File: src/rtl/branch_resolution_unit.sv
// In-order queue of decode-stage branch predictions, checked against mem-stage outcomes.
// Optional macro BRU_STATS_EN adds saturating branch/mispredict counters.
module branch_resolution_unit #(
  parameter int DEPTH  = 4,
  parameter int ADDR_W = 32,
  parameter int GHR_W  = 8
) (
  input  logic                     clk,
  input  logic                     reset,
  input  logic                     push,
  input  logic                     push_pred,
  input  logic [ADDR_W-1:0]        push_target,
  input  logic [ADDR_W-1:0]        push_fallthrough,
  input  logic [GHR_W-1:0]         push_ghr,
  input  logic                     resolve,
  input  logic                     resolve_taken,
  output logic                     update_valid,
  output logic                     update_taken,
  output logic                     mispredict,
  output logic [ADDR_W-1:0]        redirect_pc,
  output logic [GHR_W-1:0]         ghr_restore,
  output logic                     full,
  output logic                     empty,
  output logic [$clog2(DEPTH):0]   count,
`ifdef BRU_STATS_EN
  output logic [15:0]              stat_branches,
  output logic [15:0]              stat_mispredicts,
`endif
  output logic                     overflow,
  output logic                     underflow
);

  localparam int PTR_W = $clog2(DEPTH);
  localparam int CNT_W = PTR_W + 1;

  logic              pred_q   [DEPTH];
  logic [ADDR_W-1:0] target_q [DEPTH];
  logic [ADDR_W-1:0] fall_q   [DEPTH];
  logic [GHR_W-1:0]  ghr_q    [DEPTH];

  logic [PTR_W-1:0]  wr_ptr;
  logic [PTR_W-1:0]  rd_ptr;
  logic              pop;
  logic              mis_now;
  logic              push_ok;
  logic              push_rej;

  assign full  = (count == CNT_W'(DEPTH));
  assign empty = (count == {CNT_W{1'b0}});

  // A mispredicting pop squashes any same-cycle push without flagging overflow.
  always_comb begin
    pop      = resolve && !empty;
    mis_now  = pop && (pred_q[rd_ptr] != resolve_taken);
    push_ok  = push && !mis_now && (!full || pop);
    push_rej = push && full && !pop;
  end

  // Entry storage; slot contents are meaningful only between push and pop.
  always_ff @(posedge clk) begin
    if (push_ok) begin
      pred_q[wr_ptr]   <= push_pred;
      target_q[wr_ptr] <= push_target;
      fall_q[wr_ptr]   <= push_fallthrough;
      ghr_q[wr_ptr]    <= push_ghr;
    end
  end

  // Pointers, occupancy, sticky error flags and registered resolution outputs.
  always_ff @(posedge clk or posedge reset) begin
    if (reset) begin
      wr_ptr       <= {PTR_W{1'b0}};
      rd_ptr       <= {PTR_W{1'b0}};
      count        <= {CNT_W{1'b0}};
      overflow     <= 1'b0;
      underflow    <= 1'b0;
      update_valid <= 1'b0;
      update_taken <= 1'b0;
      mispredict   <= 1'b0;
      redirect_pc  <= {ADDR_W{1'b0}};
      ghr_restore  <= {GHR_W{1'b0}};
    end else begin
      if (push_rej) overflow <= 1'b1;
      if (resolve && empty) underflow <= 1'b1;

      if (mis_now) begin
        rd_ptr <= wr_ptr;
        count  <= {CNT_W{1'b0}};
      end else begin
        if (push_ok) wr_ptr <= wr_ptr + 1'b1;
        if (pop)     rd_ptr <= rd_ptr + 1'b1;
        case ({push_ok, pop})
          2'b10:   count <= count + 1'b1;
          2'b01:   count <= count - 1'b1;
          default: count <= count;
        endcase
      end

      update_valid <= pop;
      update_taken <= pop && resolve_taken;
      mispredict   <= mis_now;
      if (mis_now) begin
        redirect_pc <= resolve_taken ? target_q[rd_ptr] : fall_q[rd_ptr];
        ghr_restore <= {ghr_q[rd_ptr][GHR_W-2:0], resolve_taken};
      end else begin
        redirect_pc <= {ADDR_W{1'b0}};
        ghr_restore <= {GHR_W{1'b0}};
      end
    end
  end

`ifdef BRU_STATS_EN
  // Saturating resolution statistics.
  always_ff @(posedge clk or posedge reset) begin
    if (reset) begin
      stat_branches    <= 16'h0000;
      stat_mispredicts <= 16'h0000;
    end else begin
      if (pop && stat_branches != 16'hFFFF) stat_branches <= stat_branches + 16'h0001;
      if (mis_now && stat_mispredicts != 16'hFFFF) stat_mispredicts <= stat_mispredicts + 16'h0001;
    end
  end
`endif

endmodule
File: config.mk
export PLATFORM = sky130hd
export DESIGN_NAME = branch_resolution_unit
export DESIGN_NICKNAME = d
export VERILOG_FILES = /design/src/rtl/branch_resolution_unit.sv
export SDC_FILE = /design/constraint.sdc
export NUM_CORES = 1
export LEC_CHECK = 0
export BUFFER_PORTS_ARGS = -buffer_cell sky130_fd_sc_hd__buf_2
export CORE_MARGIN = 1.5
export CORE_UTILIZATION = 40
export CTS_CLUSTER_SIZE = 12
export DETAILED_ROUTE_END_ITERATION = 16
export GPL_TIMING_DRIVEN = 0
export HOLD_SLACK_MARGIN = 0.05
export PLACE_DENSITY_LB_ADDON = 0.12
export SLEW_MARGIN = 0
export SYNTH_ARGS = -nofsm -noshare
export SYNTH_HDL_FRONTEND = slang
export SYNTH_SLANG_ARGS = --single-unit
File: constraint.sdc
create_clock -name clk -period 4.8 [get_ports clk]
set_clock_uncertainty 0.2 [all_clocks]
set_input_delay 0.48 -clock clk [delete_from_list [all_inputs] [get_ports clk]]
set_output_delay 0.48 -clock clk [all_outputs]
set_load 0.01 [all_outputs]
# ---- After elaboration in Yosys (flattened, before gate mapping)
# Memory sizes are Yosys's and may differ from the RTL's.
# Cells that the tools add are included.
dict set report totals {
  regBits 52
  mem_bits_rw 292
  input_bits 78
  output_inout_bits 50
  mem_count 4
}
# memory words width rd rd_ports_with_merged_regs write_ports line
set memory_table {}
lappend memory_table {fall_q 4 32 1 0 1 38} ;# logic [ADDR_W-1:0] fall_q [DEPTH];
lappend memory_table {target_q 4 32 1 0 1 37} ;# logic [ADDR_W-1:0] target_q [DEPTH];
lappend memory_table {ghr_q 4 8 1 0 1 39} ;# logic [GHR_W-1:0] ghr_q [DEPTH];
lappend memory_table {pred_q 4 1 1 0 1 36} ;# logic pred_q [DEPTH];
dict set report op_classes {
  addsub 4
  n_eq_ne 4
  n_mux 9
  n_bitwise 1
  reduce_logical 17
}
# op n
set op_table {}
lappend op_table {{$mux W32} 2}
lappend op_table {{$logic_and A1 B1 Y1} 8}
lappend op_table {{$mux W8} 1}
lappend op_table {{$pmux W3 S2} 1}
lappend op_table {{$add A2 B1 Y2 const B} 2}
lappend op_table {{$logic_not A1 Y1} 4}
lappend op_table {{$mux W2} 2}
lappend op_table {{$add A3 B1 Y3 const B} 1}
lappend op_table {{$eq A3 B3 Y1 const B} 1}
lappend op_table {{$logic_not A3 Y1} 1}
lappend op_table {{$mux W3} 1}
lappend op_table {{$reduce_bool A3 Y1} 1}
lappend op_table {{$sub A3 B1 Y3 const B} 1}
lappend op_table {{$eq A2 B1 Y1 const B} 1}
lappend op_table {{$eq A2 B2 Y1 const B} 1}
lappend op_table {{$mux W1} 2}
lappend op_table {{$reduce_and A2 Y1} 1}
lappend op_table {{$reduce_bool A2 Y1} 1}
lappend op_table {{$logic_or A1 B1 Y1} 1}
lappend op_table {{$ne A1 B1 Y1} 1}
lappend op_table {{$not A1 Y1} 1}

# ---- Depth between registers and ports, before layout
dict set report depth {
  depth_word 10
  ltp_mapped 10
}

# ---- Least setup slack after synthesis
# OpenSTA, ideal clock, no wires.
dict set report synth_timing {
  path_type {in2reg}
  start {input resolve_taken}
  end {memory fall_q[0][0], enable pin}
  setup_ns 0.438
  arrival_time_ns 3.089
  t_required_ns 4.162
  slack_ns 1.073
  stages 6
  path_buffers 1
  path_cell_list {buf_2 nand2_1 mux2i_1 o21ai_2 a21oi_2 and2_1}
}
dict set report synth_between {
  elab_chain_len 7
}
# element line
set synth_lines {}
lappend synth_lines {{start: declaration} 16} ;# input logic resolve_taken,
lappend synth_lines {{$ne A1 B1 Y1} 54} ;# mis_now = pop && (pred_q[rd_ptr] != resolve_taken);
lappend synth_lines {{$logic_and A1 B1 Y1} 54}
lappend synth_lines {{$logic_not A1 Y1} 55} ;# push_ok = push && !mis_now && (!full || pop);
lappend synth_lines {{$logic_and A1 B1 Y1 (2 in series)} 55}
lappend synth_lines {{$mux W1} 61} ;# if (push_ok) begin
lappend synth_lines {{$mux W1 (implied by the code)} 64} ;# fall_q[wr_ptr] <= push_fallthrough;
lappend synth_lines {{end: declaration} 38}
# Every way passes these cells.

# ---- Worst setup path in the final report
dict set report layout_timing {
  start {register rd_ptr[1]}
  end {memory fall_q[2][16], enable pin}
}
dict set report layout_between {
  elab_chain_len 8
}
# element line
set layout_lines {}
lappend layout_lines {{start: declaration} 42} ;# logic [PTR_W-1:0] rd_ptr;
lappend layout_lines {{start signal: assignment} 73} ;# rd_ptr <= {PTR_W{1'b0}};
lappend layout_lines {{start signal: assignment} 87} ;# rd_ptr <= wr_ptr;
lappend layout_lines {{start signal: assignment} 91} ;# if (pop) rd_ptr <= rd_ptr + 1'b1;
lappend layout_lines {{$mem_v2 Z4 W1} --}
lappend layout_lines {{$ne A1 B1 Y1} 54}
lappend layout_lines {{$logic_and A1 B1 Y1} 54}
lappend layout_lines {{$logic_not A1 Y1} 55}
lappend layout_lines {{$logic_and A1 B1 Y1 (2 in series)} 55}
lappend layout_lines {{$mux W1} 61}
lappend layout_lines {{$mux W1 (implied by the code)} 64}
# Every way passes these cells.

==> impl_metrics.json <==
{
  "drive_gt1_frac": 0.320,
  "hold_viol_final": 0,
  "ys.flop_type": "edfxtp_1",
  "cts_tree": "built",
  "cts_buffers": 36,
  "clkPwrFrac": 0.287,
  "worstSetupPathType": "reg -> reg",
  "synth_nets": 662,
  "synthArstFlopShare": 0.153,
  "core_area_um2": 30800,
  "slew_violations": 0,
  "start_util": 0.411,
  "final_antenna_net_count": 0,
  "port_buffers": 125,
  "muxShareOfSynthArea": 0.157,
  "ys_warn_count": 0,
  "grt_usage": 0.161,
  "synth_cell_types": 42,
  "layout_setup_ws_ns": 1.68,
  "antenna_found_initial": 0,
  "dp_slack_ns": 1.50,
  "pwr-share-seq": 0.450,
  "drv_cap": 0,
  "top_level_ports": 128,
  "swShare": 0.278,
  "setup_viol": 0,
  "tns_ns": 0,
  "drc": 0,
  "h-tree-depth": 2,
  "grt_pass1_vias": 6875,
  "viasPerCell": 5.05,
  "dp_cells": 1105,
  "gp_congestion": 0.756,
  "postSynthCellCount": 579,
  "synth_edf_count": 288,
  "combPwrFrac": 0.263,
  "synth_compound_area_frac": 0.0138,
  "dieHeight_um": 181,
  "fmax_mhz": 320,
  "timing_worst_slew_pin_value_ns": 0.973,
  "total_power_w": 0.00887,
  "power.density_nw_per_um2": 563,
  "fill_cells": 2492,
  "leakagePower_nw": 5.77,
  "dr.pass1.iters": 4,
  "cts_resized": 0,
  "antenna_cells": 0,
  "avgSynthCellArea_um2": 21.9,
  "wl_per_cell_um": 20.7,
  "utilization": 0.511,
  "clk_latency_ns": 0.51,
  "max_slew_margin": 0.351,
  "num_vias": 6293,
  "fin_nets": 904,
  "overflow": 0,
  "grt_max_degree": 40,
  "p_switching_w": 0.00246,
  "wl_mm": 25.7,
  "outcome": "complete, no violations",
  "root_buffer": "clkbuf_16",
  "fin_cells": 1245,
  "clk_path_buf_depth": 3,
  "synth_area_um2": 12700,
  "synth_top_family_by_area": "multiplexers",
  "hpwl_mm": 15.2,
  "clkSlewWorstSetupHoldPaths_ns": 0.06,
  "rsz0062_at_grt": "no",
  "design.die.area_um2": 32700,
  "drt_iter0_drc": 345,
  "yosys.area_share.simple": 0.0220,
  "ys_ff_latch": 340,
  "area_growth_pct": 24.3,
  "synthAdderAreaFrac": 0.00554,
  "critPathCaptureType": "register",
  "grt_pass1_wl_mm": 39.8,
  "worst_ep_required_time_ns": 4.79,
  "die_w_um": 181,
  "p_int_w": 0.00640,
  "synth-xor-area-share": 0.000692,
  "hp-class": "in -> reg",
  "ir_drop_mv": 0.327,
  "fp-row-count": 64,
  "post_cts.repair.setup_buffers": 0,
  "worstPathArrival_ns": 3.11,
  "seq_area_frac_synth": 0.786,
  "post-route-period-util": 0.651,
  "crit_fanout": 37,
  "startpoint_type": "register",
  "fin_crit_ns": 3.12,
  "numClockSinks": 340
}
==> layout by cell type, fill, tap and decap left out, types with 7 or more instances in the layout <==
master / synthesis / final
edfxtp_1: 288 / 288
buf_2: 10 / 135
dlygate4sd3_1: 0 / 74
mux4_2: 71 / 71
dfrtp_1: 52 / 52
nor2_1: 38 / 38
clkbuf_16: 0 / 38
mux2i_1: 35 / 35
clkbuf_1: 10 / 29
nor2b_1: 8 / 8
inv_1: 8 / 7
==> power by group through the flow <==
stage	clock network [W]	logic (W)	registers (W)
after floorplan	0	0.00150	0.00411
after global placement	0	0.00225	0.00410
after detailed placement	0	0.00235	0.00406
after CTS	0.00261	0.00241	0.00400
after global routing	0.00273	0.00257	0.00404
final	0.00254	0.00233	0.00399
==> what timing repair did <==
action,4_1_cts,5_1_grt
hold buffers,74,0
endpoints found under the setup margin,0,0
hold endpoints to repair,307,0
==> area by class of cell <==
cell class | count | area [µm²] | area share
inverter | 9 | 33.8 | 0.00215
multi-input combinational | 201 | 2530 | 0.161
tap | 396 | 495 | 0.0315
clock inverter | 8 | 42.5 | 0.00270
sequential | 340 | 9950 | 0.632
timing repair buffer | 204 | 1500 | 0.0951
clock buffer | 58 | 1040 | 0.0658
buffer | 29 | 159 | 0.0101
==> layer usage <==
metal / wire length [µm] / vias to the layer above / share of wire / global-route usage
met5: 0 / - / 0 / 0
met4: 468 / 0 / 0.018 / 0.0420
met3: 1090 / 36 / 0.042 / 0.0316
met2: 13000 / 135 / 0.51 / 0.279
met1: 11100 / 3297 / 0.43 / 0.209
li1: - / 2825 / - / -
==> critical path, stage by stage, from the launching register on <==
cell and delay (ns):
dfrtp_1 0.41, mux2i_1 0.30, mux2i_1 0.42, o21ai_2 0.18
a21oi_2 0.33, and2_4 0.62, buf_16 0.32
==> cell usage after synthesis (all sizes together) (2+ instances only) <==
master	n	area (µm²)
and3	2	12.5
o21ai	5	28.8
buf	19	121
mux4	71	1600
and2	6	37.5
ha	4	50.1
nor2	38	143
nor2b	8	50.1
inv	9	33.8
clkbuf	10	37.5
dfrtp	52	1300
o22ai	2	12.5
mux2	3	33.8
nand2	2	7.51
a21oi	5	28.8
edfxtp	288	8650
mux2i	35	350
a21o	3	22.5
==> registers in the layout (all words and copies together), names as in the netlist <==
register	count
ghr_restore	8
fall_q	128
count	3
redirect_pc	32
target_q	128
underflow	1
wr_ptr	2
ghr_q	28
update_taken	1
mispredict	1
rd_ptr	2
overflow	1
update_valid	1
pred_q	4
==> cell families after synthesis <==
kind of cell               count (synthesis)
and+or+nand+nor                           61
AOI/OAI and AO/OA                         25
xor gates and xnor gates                   1
buffers and inverters                     38
muxes                                    109
adders and majority gates                  5
DFF                                      340
==> stage by stage <==
step / hold slack, ns / instance area [µm²]
2_1_floorplan: 0.293 / 12700
3_3_place_gp: 0.240 / 13800
3_5_place_dp: 0.242 / 13900
4_1_cts: 0.0886 / 15700
5_1_grt: 0.111 / 15700
6_report: 0.114 / 15700
==> worst paths after layout <==
check,from,end,slack [ns],depth (start not counted)
worst max-delay path,rd_ptr[1]$_DFFE_PP0P_,fall_q[2][16]$_DFFE_PP_,1.68,6
worst min register to register,underflow$_DFFE_PP0P_,underflow$_DFFE_PP0P_,0.25,1
max in group asynchronous,reset,redirect_pc[7]$_DFF_PP0_,3.40,4
worst max register to register,rd_ptr[1]$_DFFE_PP0P_,fall_q[2][16]$_DFFE_PP_,1.68,6
min in group asynchronous,reset,redirect_pc[27]$_DFF_PP0_,0.38,3
worst min-delay path,push,count[0]$_DFFE_PP0P_,0.11,2
(Power assumes the default switching activity.)
